==> src/rtl/fetch_request_unit.sv <==
// Program counter owner and fetch/data-request sequencer: computes next-PC from decoded
// control, holds data-memory requests until dHit, and stops fetching once HALT retires.
module fetch_request_unit #(
    parameter int unsigned         WORD_W  = 32,
    parameter logic [WORD_W-1:0]   PC_INIT = '0
) (
    input  logic              CLK,
    input  logic              nRST,
    input  logic              iHit,
    input  logic              dHit,
    input  logic              PcSrc,
    input  logic              JReg,
    input  logic              JType,
    input  logic              Halt,
    input  logic              dMemRe,
    input  logic              dMemWr,
    input  logic [15:0]       imm16,
    input  logic [25:0]       jaddr26,
    input  logic [WORD_W-1:0] rdat1,
    output logic [WORD_W-1:0] pc,
    output logic [WORD_W-1:0] pc_plus4,
    output logic              iREN,
    output logic              dREN,
    output logic              dWEN,
    output logic              halt
);

    logic [WORD_W-1:0] pc_q, pc_d;
    logic              dren_q, dren_d;
    logic              dwen_q, dwen_d;
    logic              halt_q, halt_d;

    logic              dpend;
    logic [WORD_W-1:0] br_off;
    logic [WORD_W-1:0] next_pc;

    // Jump selection is fully decoded by {JReg,PcSrc}; JType carries no extra information.
    logic unused_jtype;
    assign unused_jtype = JType;

    assign dpend    = dren_q | dwen_q;
    assign pc_plus4 = pc_q + WORD_W'(4);
    assign br_off   = {{(WORD_W-18){imm16[15]}}, imm16, 2'b00};

    always_comb begin
        next_pc = pc_plus4;
        unique case ({JReg, PcSrc})
            2'b00: next_pc = pc_plus4;
            2'b01: next_pc = pc_plus4 + br_off;
            2'b11: next_pc = {pc_plus4[WORD_W-1 -: WORD_W-28], jaddr26, 2'b00};
            2'b10: next_pc = rdat1;
            default: next_pc = pc_plus4;
        endcase
    end

    always_comb begin
        pc_d   = pc_q;
        dren_d = dren_q;
        dwen_d = dwen_q;
        halt_d = halt_q;
        if (!halt_q) begin
            if (dpend) begin
                // Control inputs still describe the held load/store, so it retires here.
                if (dHit) begin
                    dren_d = 1'b0;
                    dwen_d = 1'b0;
                    pc_d   = next_pc;
                end
            end else if (iHit) begin
                if (Halt) begin
                    halt_d = 1'b1;
                end else if (dMemRe || dMemWr) begin
                    dren_d = dMemRe;
                    dwen_d = dMemWr;
                end else begin
                    pc_d = next_pc;
                end
            end
        end
    end

    always_ff @(posedge CLK or negedge nRST) begin
        if (!nRST) begin
            pc_q   <= PC_INIT;
            dren_q <= 1'b0;
            dwen_q <= 1'b0;
            halt_q <= 1'b0;
        end else begin
            pc_q   <= pc_d;
            dren_q <= dren_d;
            dwen_q <= dwen_d;
            halt_q <= halt_d;
        end
    end

    assign pc   = pc_q;
    assign dREN = dren_q;
    assign dWEN = dwen_q;
    assign halt = halt_q;
    assign iREN = ~dpend & ~halt_q;

endmodule

==> config.mk <==
export PLATFORM = sky130hd
export DESIGN_NAME = fetch_request_unit
export DESIGN_NICKNAME = d
export VERILOG_FILES = /design/src/rtl/fetch_request_unit.sv
export SDC_FILE = /design/constraint.sdc
export NUM_CORES = 1
export LEC_CHECK = 0
export ABC_AREA = 1
export ABC_CLOCK_PERIOD_IN_PS = 4000
export BUFFER_PORTS_ARGS = -buffer_cell sky130_fd_sc_hd__buf_4
export CAP_MARGIN = 30
export CORE_UTILIZATION = 35
export CTS_CLUSTER_DIAMETER = 40
export DETAILED_ROUTE_END_ITERATION = 8
export GPL_ROUTABILITY_DRIVEN = 0
export PLACE_DENSITY = 0.69
export SLEW_MARGIN = 20
export SYNTH_ARGS = -nofsm -noshare
export SYNTH_HDL_FRONTEND = slang
export SYNTH_SLANG_ARGS = --single-unit
==> constraint.sdc <==
create_clock -name CLK -period 4 [get_ports CLK]
set_input_delay 0.6 -clock CLK [delete_from_list [all_inputs] [get_ports CLK]]
set_output_delay 0.6 -clock CLK [all_outputs]
set_load 0.02 [all_outputs]
==> flow_summary.toml, run 1 <==
[yosys]
synth_top_family_by_area = "simple AND/OR/NAND/NOR gates"
synth_area_leader_cell = "nand2_1"
yosys_warnings = 0
synth_compound_area_share_pct = 13.3
synth_top_area_share_pct = 23.9
yosysMostFrequentCell = "nand2_1"
synthTopCellsByCount = "332 x nand2_1, 141 x inv_1, 83 x nor2_1"
synthMuxAreaShare_pct = 0
ys_top_cells_by_area = "nand2_1 24%, dfrtp_1 17%, inv_1 10%, ha_1 8.2%, nand3_1 6.7%"
yosysSeqAreaShare_pct = 16.8
synthesis.area_sq_mm = 0.00522
synth_area_per_cell_sq_um = 5.61
synth-seq-cells = 35
ys.flop_type = "dfrtp_1"
syn-num-nets = 1048
synth-async-reset-ratio_pct = 100
synth-simple-area-share_pct = 45.7
synth_edf_count = 0
synth.distinct_cells = 42
synth_fa_ha_area_share_pct = 8.54
syn_inst = 929
yosys.area_share.xor_xnor_pct = 3.67

[power_and_ir_drop]
peakVddDrop_uv = 149
p_total_mw = 1.11
p_leak_nw = 3.93
p_per_area_mw_per_mm2 = 165

[sta]
setup_violations = 0
maxSlewHeadroom_pct = 60.0
setup_tns_ns = 0
fin_skew_ns = 0.0139
slew_viol_final = 0
finalCritPeriodShare_pct = 89.0
hold_violations = 0
rsz0062_at_grt = "false"
fin_crit_ns = 3.56
clock.fmax_mhz = 281
worst_pin_slew_ns = 0.600

[global_route]
grt_pass1_wl_mm = 30.0
antenna_found_initial = 0
grt_pass1_vias = 5733
grt_max_degree = 40
grt_overflow_total = 0
grtUsageTotal_pct = 26.0

[worst_setup_path]
start_kind = "flop"
setup.worst_path.end = "pc[22]$_DFFE_PN0P_"
crit_start = "pc[3]$_DFFE_PN0P_"
critPathCaptureType = "flop"
critPathMaxStageDelay_ns = 0.42
crit_chain = "ha_1 > nand2_2 > nor3_2 > nand3_2 > nor2_2 > xor2_1 > inv_1 > ha_1 > nand2_1 > nor2_1 > inv_1 > nor2_1 > nand3_1 > nand3_1 > nand2_1 > nand3_1 > o21ai_0 > nand2_1 > nand2_1"
reg2regPathDepth = 19
critPathRequiredTime_ns = 4.18
worst-path-max-fanout = 5
path_class = "flop to flop"
reg2reg_to = "pc[22]$_DFFE_PN0P_"
regToRegSetupSlack_ns = 0.44
r2r-start = "pc[3]$_DFFE_PN0P_"
worstPathArrival_ns = 3.74
crit_path_top_delay_cell = "dfrtp_1"
crit_top_cell = "nand2_1"

[placement]
io_buffers = 150
place_inst = 1253
placed_cell_area_sq_mm = 0.00655
hpwl_mm = 16.2

[cts]
postCtsSetupBuffers = 0
cts_root_buf = "clkbuf_16"
cts_tree = "yes"
clock-sinks = 35
htreeDepth = 2
post_cts_resized = 0
cts_buffers = 5
cts.path.max_buffers = 2
clk_pin_slew_ns = 0.06
ctsHoldBuffers = 0
worstSkewPairLatency_ns = 0.29

[route]
route.met3.wl_mm = 1.70
drtIter0Drc = 604
vias = 6573
antenna_left = 0
wl_met1_mm = 8.79
drc = 0
dr_wl_met2_mm = 8.88
dr.pass1.iters = 7
routed_wl_mm = 19.9
wl_per_cell_microns = 15.8
maxUsedRoutingLayer = "met4"
vias_per_cell = 5.21

[die]
die_w_microns = 124
die_h_microns = 124
num_rows = 44
ios = 152
start_util_pct = 35.9
core_sq_mm = 0.0145
dieArea_sq_mm = 0.0154

[layout]
instances_no_fill = 1261
num-nets-final = 1195
antennaDiodeCount = 0
drive_gt1_share_pct = 18.8
fin_area_sq_mm = 0.00673
area_delta_synth_final_pct = 28.9

[hold_path]
hp-class = "input port to asynchronous set/reset pin"

[job]
maxCapViolations = 0

[status]
status = "completed"
cell usage in the layout, fill, tap and decap left out, types with 2 or more instances in the layout:
master / count
ha_1: 34
nor3_2: 2
xor2_1: 18
nand2_1: 332
xnor2_1: 2
o22ai_1: 3
dfrtp_1: 35
nand3_1: 70
buf_4: 157
and3_1: 2
nand3_2: 2
nand2_2: 9
nor2_1: 83
nor2_4: 4
inv_2: 3
nor2_2: 6
o21ai_0: 41
a31oi_1: 3
clkinv_1: 2
o21ai_1: 3
or2_2: 5
inv_1: 141
nand2_4: 2
a21oi_1: 49
clkbuf_16: 5
a21o_1: 4
nand4_1: 16
o211ai_1: 4
a221oi_1: 8
o21bai_1: 6
nand3b_1: 3
nor3_1: 11
critical path, delay by kind of cell, from the launching register on:
kind                     cells  cell delay [ns]
flip-flops                   1             0.42
adder cells (fa/ha/maj)      2             0.63
AO/OA/AOI/OAI                1             0.15
AND/OR/NAND/NOR             13             1.74
XOR/XNOR                     1             0.32
buffers and inverters        2             0.19
where the power goes:
part           leakage [nW]  internal (mW)  switching [mW]
sequential            0.447          0.354               0
combinational          3.39          0.114           0.164
clock                0.0875          0.313           0.165
total                  3.93          0.781           0.329
how the worst min path moves through the flow:
stage	start	end	slack, ns	cells past startpoint
after global placement	halt$_DFF_PN0_	halt$_DFF_PN0_	0.52	2
after detailed placement	pc[1]$_DFFE_PN0P_	pc[1]$_DFFE_PN0P_	0.52	2
after global routing	nRST	pc[26]$_DFFE_PN0P_	0.31	1
after CTS	nRST	pc[18]$_DFFE_PN0P_	0.29	1
final	nRST	pc[27]$_DFFE_PN0P_	0.27	1
after floorplan	nRST	dREN$_DFFE_PN0P_	0.30	0
state kept, by name, summed over array words and instances, names as in the netlist:
signal / count
halt: 1
dREN: 1
dWEN: 1
pc: 32
metrics by stage:
step           setup WS, ns  util [%]  hold slack (ns)
4_1_cts               0.561      46.3            0.287
5_1_grt               0.207      46.3            0.305
2_1_floorplan         0.964         -            0.304
6_report              0.440      46.3            0.267
3_5_place_dp          0.577      45.0            0.520
3_3_place_gp          0.673      45.0            0.517
metal layers:
| layer | GRT usage [%] | up-vias |
|---|---|---|
| li1 | - | 3259 |
| met1 | 35.3 | 2957 |
| met2 | 41.1 | 323 |
| met3 | 5.27 | 34 |
| met4 | 7.59 | 0 |
| met5 | 0 | - |
cell families after synthesis:
family / count (synthesis)
AOI/OAI and AO/OA: 123
xor gates and xnor gates: 21
adders and majority gates: 35
buffers and inverters: 163
DFF: 35
and+or+nand+nor: 552
layout make-up:
cell class	instances	area, sq um
Sequential cell	35	876
Fill cell	1620	7810
Tap cell	184	230
Multi-Input combinational cell	731	3710
Timing Repair Buffer	157	1180
Inverter	146	548
Clock inverter	2	38.8
Clock buffer	6	139
No activity file was read; power rests on OpenSTA's default activity.
==> run 2: changes to the inputs <==
--- a/config.mk
+++ b/config.mk
@@ -9,11 +9,14 @@
 export ABC_CLOCK_PERIOD_IN_PS = 4000
 export BUFFER_PORTS_ARGS = -buffer_cell sky130_fd_sc_hd__buf_4
 export CAP_MARGIN = 30
+export CELL_PAD_IN_SITES_DETAIL_PLACEMENT = 0
+export CELL_PAD_IN_SITES_GLOBAL_PLACEMENT = 1
+export CORE_MARGIN = 2
 export CORE_UTILIZATION = 35
 export CTS_CLUSTER_DIAMETER = 40
 export DETAILED_ROUTE_END_ITERATION = 8
 export GPL_ROUTABILITY_DRIVEN = 0
-export PLACE_DENSITY = 0.69
+export PLACE_DENSITY = 0.93
 export SLEW_MARGIN = 20
 export SYNTH_ARGS = -nofsm -noshare
 export SYNTH_HDL_FRONTEND = slang
==> run 2 against run 1 <==
Against the previous run: cell area increased by 0.28%; worst hold slack worse by 0.0060 ns; critical endpoint is now pc[20]$_DFFE_PN0P_; routed wire length increased by 1.4%; non-clock buffer count grew 1; cell count barely moved; register-to-register slack improved by 0.11 ns.
==> flow_summary.toml, run 2 (same netlist as run 1, synthesis figures left out) <==
[worst_setup_path]
crit_family = "simple AND/OR/NAND/NOR gates"
crit_top_cell = "nand2_1"
worstPathArrival_ns = 3.62
crit_chain = "ha_1 > nand2_2 > nor4_2 > xor2_1 > inv_1 > ha_1 > nand2_1 > nor2_1 > nand3_1 > nand3_1 > nand2_1 > nand2_1 > nand2_1 > nand3_1 > o21ai_0 > nand2_1 > nand2_1"
start_kind = "flop"
critPathMaxStageDelay_ns = 0.54
critPathRequiredTime_ns = 4.17
critPathCaptureType = "flop"
worst-path-max-fanout = 6
cp_num_buf_inv = 1
crit_path_top_delay_cell = "nor4_2"
path_class = "flop to flop"

[route]
vias = 6508
dr.pass1.iters = 5
vias_per_cell = 5.16
wl_met1_mm = 8.88
drc = 0
route.met3.wl_mm = 1.93
wl_per_cell_microns = 16.0
routed_wl_mm = 20.2
dr_wl_met2_mm = 8.99
drtIter0Drc = 456
antenna_left = 0
maxUsedRoutingLayer = "met4"

[job]
maxCapViolations = 0

[layout]
antennaDiodeCount = 0
drive_gt1_share_pct = 18.7
largest_register_ff_count = 32
instances_no_fill = 1262
layout_common_cells = "332 x nand2_1, 158 x buf_4, 141 x inv_1"
fillers = 1587
layout_commonest_cell = "nand2_1"
area_delta_synth_final_pct = 29.3
num-nets-final = 1196
fin_util_pct = 46.4
multiInputGateArea_sq_mm = 0.00371
regArea_sq_um = 876

[die]
die_w_microns = 126
start_util_pct = 35.9
dieArea_sq_mm = 0.0159
die_h_microns = 126
core_sq_mm = 0.0145
num_rows = 44
ios = 152

[global_route]
grt_pass1_wl_mm = 31.3
grtUsageTotal_pct = 25.0
grt_pass1_vias = 5972
grt_max_degree = 36
antenna_found_initial = 0
grt_overflow_total = 0

[cts]
cts.path.max_buffers = 2
clock-sinks = 35
cts_root_buf = "clkbuf_16"
cts_tree = "yes"
post_cts_resized = 0
cts_buffers = 5
ctsHoldBuffers = 0
htreeDepth = 2
clk_pin_slew_ns = 0.06
postCtsSetupBuffers = 0
worstSkewPairLatency_ns = 0.29

[placement]
hpwl_mm = 16.8
io_buffers = 150
place_inst = 1254

[sta]
hold_violations = 0
slew_viol_final = 0
worst_pin_slew_ns = 0.746
maxSlewHeadroom_pct = 50.2
clock.fmax_mhz = 290
fin_skew_ns = 0.00718
finalCritPeriodShare_pct = 86.2
fin_crit_ns = 3.45
setup_tns_ns = 0
rsz0062_at_grt = "false"
setup_violations = 0

[status]
status = "completed"

[power_and_ir_drop]
peakVddDrop_uv = 197
p_per_area_mw_per_mm2 = 169
p_leak_nw = 3.94
p_total_mw = 1.14

[hold_path]
hp-class = "input port to asynchronous set/reset pin"
run 2: cell count changes in the layout (fill, tap and decap cells not counted):
cell	delta
clkbuf_8	-1
clkbuf_1	+1
inv_6	-1
buf_4	+1
bufinv_16	+1
run 2: worst reg2reg max path, stage by stage, from the launching register on:
cell and delay, ns:
dfrtp_1 0.42, ha_1 0.22, nand2_2 0.10, nor4_2 0.54, xor2_1 0.20, inv_1 0.11, ha_1 0.39, nand2_1 0.12
nor2_1 0.20, nand3_1 0.10, nand3_1 0.22, nand2_1 0.13, nand2_1 0.08, nand2_1 0.05, nand3_1 0.12, o21ai_0 0.20
nand2_1 0.10, nand2_1 0.05
run 2: worst paths after layout:
kind | from | end | slack (ns) | cells past startpoint
min in group CLK | halt$_DFF_PN0_ | halt$_DFF_PN0_ | 0.53 | 2
max in group asynchronous | nRST | pc[22]$_DFFE_PN0P_ | 3.39 | 1
worst min register to register | halt$_DFF_PN0_ | halt$_DFF_PN0_ | 0.53 | 2
worst max-delay path | pc[3]$_DFFE_PN0P_ | pc[20]$_DFFE_PN0P_ | 0.55 | 17
worst max register to register | pc[3]$_DFFE_PN0P_ | pc[20]$_DFFE_PN0P_ | 0.55 | 17
worst min-delay path | nRST | pc[27]$_DFFE_PN0P_ | 0.26 | 1
run 2: routing by layer:
metal / GRT usage [%] / vias to the layer above
li1: - / 3267
met1: 34.3 / 2916
met2: 40.5 / 300
met3: 5.23 / 25
met4: 5.49 / 0
met5: 0 / -
run 2: area by class of cell:
class                   count  share of cell area [%]
flip-flops and latches     35                    13.0
multi-input cells         731                    55.1
inverters                 146                    8.13
well taps                 184                    3.41
repair buffers            158                    17.6
clock inverters             2                   0.891
clock buffers               6                    1.91
run 2: report_power, final:
part           internal (mW)  switching (mW)
Combinational          0.113           0.163
Sequential             0.354               0
Clock                  0.357           0.154
run 2: metrics by stage:
step | setup slack, ns | cell area [sq um] | hold WS [ns]
2_1_floorplan | 0.964 | 5220 | 0.304
3_3_place_gp | 0.672 | 6560 | 0.517
3_5_place_dp | 0.638 | 6560 | 0.519
4_1_cts | 0.615 | 6740 | 0.288
5_1_grt | 0.207 | 6740 | 0.310
6_report | 0.552 | 6740 | 0.261
==> run 3: changes to the inputs <==
--- a/config.mk
+++ b/config.mk
@@ -6,17 +6,17 @@
 export NUM_CORES = 1
 export LEC_CHECK = 0
 export ABC_AREA = 1
-export ABC_CLOCK_PERIOD_IN_PS = 4000
+export ABC_CLOCK_PERIOD_IN_PS = 3000
 export BUFFER_PORTS_ARGS = -buffer_cell sky130_fd_sc_hd__buf_4
 export CAP_MARGIN = 30
 export CELL_PAD_IN_SITES_DETAIL_PLACEMENT = 0
 export CELL_PAD_IN_SITES_GLOBAL_PLACEMENT = 1
 export CORE_MARGIN = 2
-export CORE_UTILIZATION = 35
+export CORE_UTILIZATION = 32
 export CTS_CLUSTER_DIAMETER = 40
 export DETAILED_ROUTE_END_ITERATION = 8
 export GPL_ROUTABILITY_DRIVEN = 0
-export PLACE_DENSITY = 0.93
+export PLACE_DENSITY = 0.9
 export SLEW_MARGIN = 20
 export SYNTH_ARGS = -nofsm -noshare
 export SYNTH_HDL_FRONTEND = slang
==> constraint.sdc (replaced) <==
create_clock -name CLK -period 3 [get_ports CLK]
set_input_delay 0.45 -clock CLK [delete_from_list [all_inputs] [get_ports CLK]]
set_output_delay 0.45 -clock CLK [all_outputs]
set_load 0.02 [all_outputs]
==> run 3 against run 2 <==
Against the previous run: the run now ends with setup timing left; first-iteration DRC count increased by 26%; sequential cell count unchanged; register-to-register slack got worse by 0.56 ns; sequential share of layout area is 2.3 points lower; fmax up 15%; clock skew about the same; clock power up 4.1%; core utilization up 5.7 points; die area grew 9.1%; highest routed layer unchanged.
==> flow_summary.toml, run 3 (same netlist as run 1, synthesis figures left out) <==
[sta]
setup_ws_ns = -0.00893
clock.fmax_mhz = 332
setup_violations = 2
rsz0062_at_grt = "true"
fin_crit_ns = 3.01
fin_skew_ns = 0.00689
setup_tns_ns = -0.0131
finalCritPeriodShare_pct = 100
maxSlewHeadroom_pct = 56.0
worst_pin_slew_ns = 0.659
slew_viol_final = 0
hold_ws_ns = 0.111
hold_violations = 0

[worst_setup_path]
crit_path_top_delay_cell = "dfrtp_1"
critPathMaxStageDelay_ns = 0.36
worst-path-max-fanout = 4
reg2regPathDepth = 20
worstPathArrival_ns = 3.19
crit_top_cell = "nand2_1"
critPathRequiredTime_ns = 3.18
regToRegSetupSlack_ns = -0.009
start_kind = "flop"
critPathCaptureType = "flop"
reg2reg_to = "pc[30]$_DFFE_PN0P_"
crit_chain = "ha_2 > nand2_4 > nor3_4 > nand3_4 > nor2_4 > nand2_2 > xor2_2 > inv_2 > ha_4 > nand2_2 > o21ai_0 > nand2_1 > nand2_1 > a21oi_2 > nand2_1 > nand2_1 > nand3_1 > nand2_1 > nand2_1 > nand2_1"
path_class = "flop to flop"
r2r-start = "pc[2]$_DFFE_PN0P_"

[layout]
fillers = 1622
regArea_sq_um = 881
drive_gt1_share_pct = 36.9
num-nets-final = 1301
antennaDiodeCount = 0
layout_common_cells = "307 x nand2_1, 263 x buf_4, 127 x inv_1"
multiInputGateArea_sq_mm = 0.00445
largest_register_ff_count = 32
area_delta_synth_final_pct = 58.6
layout_commonest_cell = "nand2_1"

[power_and_ir_drop]
p_leak_nw = 4.51
p_per_area_mw_per_mm2 = 176
peakVddDrop_uv = 185

[route]
vias = 6982
dr.pass1.iters = 6
vias_per_cell = 4.99
drtIter0Drc = 574
drc = 0
antenna_left = 0
routed_wl_mm = 22.8
wl_per_cell_microns = 16.3

[cts]
htreeDepth = 2
clock-sinks = 35
clk_pin_slew_ns = 0.06
cts_root_buf = "clkbuf_16"
cts_buffers = 5
worstSkewPairLatency_ns = 0.29
cts.path.max_buffers = 2
cts_tree = "yes"
ctsHoldBuffers = 0

[hold_path]
hp-class = "input port to asynchronous set/reset pin"

[global_route]
grtUsageTotal_pct = 24.6
grt_max_degree = 42
met3_usage_pct = 5.13
grt_pass1_wl_mm = 33.6
gr-usage-met2_pct = 41.4
gr-usage-met1_pct = 32.2
busiest_layer = "met2"
grt_overflow_total = 0
grt_pass1_vias = 6431
antenna_found_initial = 0

[placement]
hpwl_mm = 18.2
io_buffers = 150
place_ws_ns = -0.100

[die]
die_w_microns = 132
die_h_microns = 132
num_rows = 46
ios = 152
core_sq_mm = 0.0159
dieArea_sq_mm = 0.0173
start_util_pct = 32.8

[job]
maxCapViolations = 0

[status]
status = "finished, violations left"
violations = "setup timing"
run 3: cell count changes in the layout (fill, tap and decap cells not counted), sizes merged:
cell / change
clkbuf: -1
bufinv: -2
clkinv: +1
clkinvlp: +2
buf: +105
run 3: per-stage QoR:
stage / std cells / area [sq um] / util (%) / total power, mW
2_1_floorplan: 929 / 5220 / - / 0.670
3_3_place_gp: 1371 / 7240 / 45.6 / 0.868
3_5_place_dp: 1371 / 7240 / 45.6 / 0.870
4_1_cts: 1379 / 7500 / 47.2 / 1.41
5_1_grt: 1399 / 8270 / 52.1 / 1.51
6_report: 1399 / 8270 / 52.1 / 1.45
run 3: area by class of cell:
class,instances,share of cell area (%)
Clock inverter,3,0.242
Sequential cell,35,10.7
Inverter,146,6.66
Timing Repair Buffer,263,23.9
Tap cell,216,3.27
Clock buffer,5,1.51
Multi-Input combinational cell,731,53.8
run 3: report_power, final:
part	switching, mW	leakage (nW)	total [mW]	internal (mW)
logic	0.254	4.00	0.449	0.195
registers	0	0.442	0.472	0.472
clock network	0.227	0.0658	0.533	0.306
total	0.481	4.51	1.45	0.974
run 3: timing repair:
action,in CTS,in global routing
pin swaps,1,41
buffers inserted,0,20
gates resized for setup,21,140
setup endpoints to repair,13,23
run 3: worst max path at each step:
stage                            startpoint                 end  depth (start not counted)  slack, ns
after floorplan           pc[3]$_DFFE_PN0P_  pc[15]$_DFFE_PN0P_                         17       0.04
after global placement    pc[2]$_DFFE_PN0P_  pc[31]$_DFFE_PN0P_                         20      -0.03
after detailed placement  pc[2]$_DFFE_PN0P_  pc[27]$_DFFE_PN0P_                         20      -0.10
after CTS                 pc[2]$_DFFE_PN0P_   pc[9]$_DFFE_PN0P_                         15      0.002
after global routing      pc[3]$_DFFE_PN0P_  pc[30]$_DFFE_PN0P_                         20      -0.24
final                     pc[2]$_DFFE_PN0P_  pc[30]$_DFFE_PN0P_                         20     -0.009
run 3: worst max-delay path, delay by kind of cell (launching register included):
kind / cells / cell delay (ns)
AOI/OAI and AO/OA: 2 / 0.33
adders and majority gates: 2 / 0.52
buffers and inverters: 1 / 0.09
DFF: 1 / 0.36
and+or+nand+nor: 14 / 1.39
xor gates and xnor gates: 1 / 0.20
run 3: metal layers:
metal / up-vias / routed length, microns
li1: 3460 / -
met1: 3157 / 9590
met2: 317 / 10700
met3: 48 / 1860
met4: 0 / 631
met5: - / 0
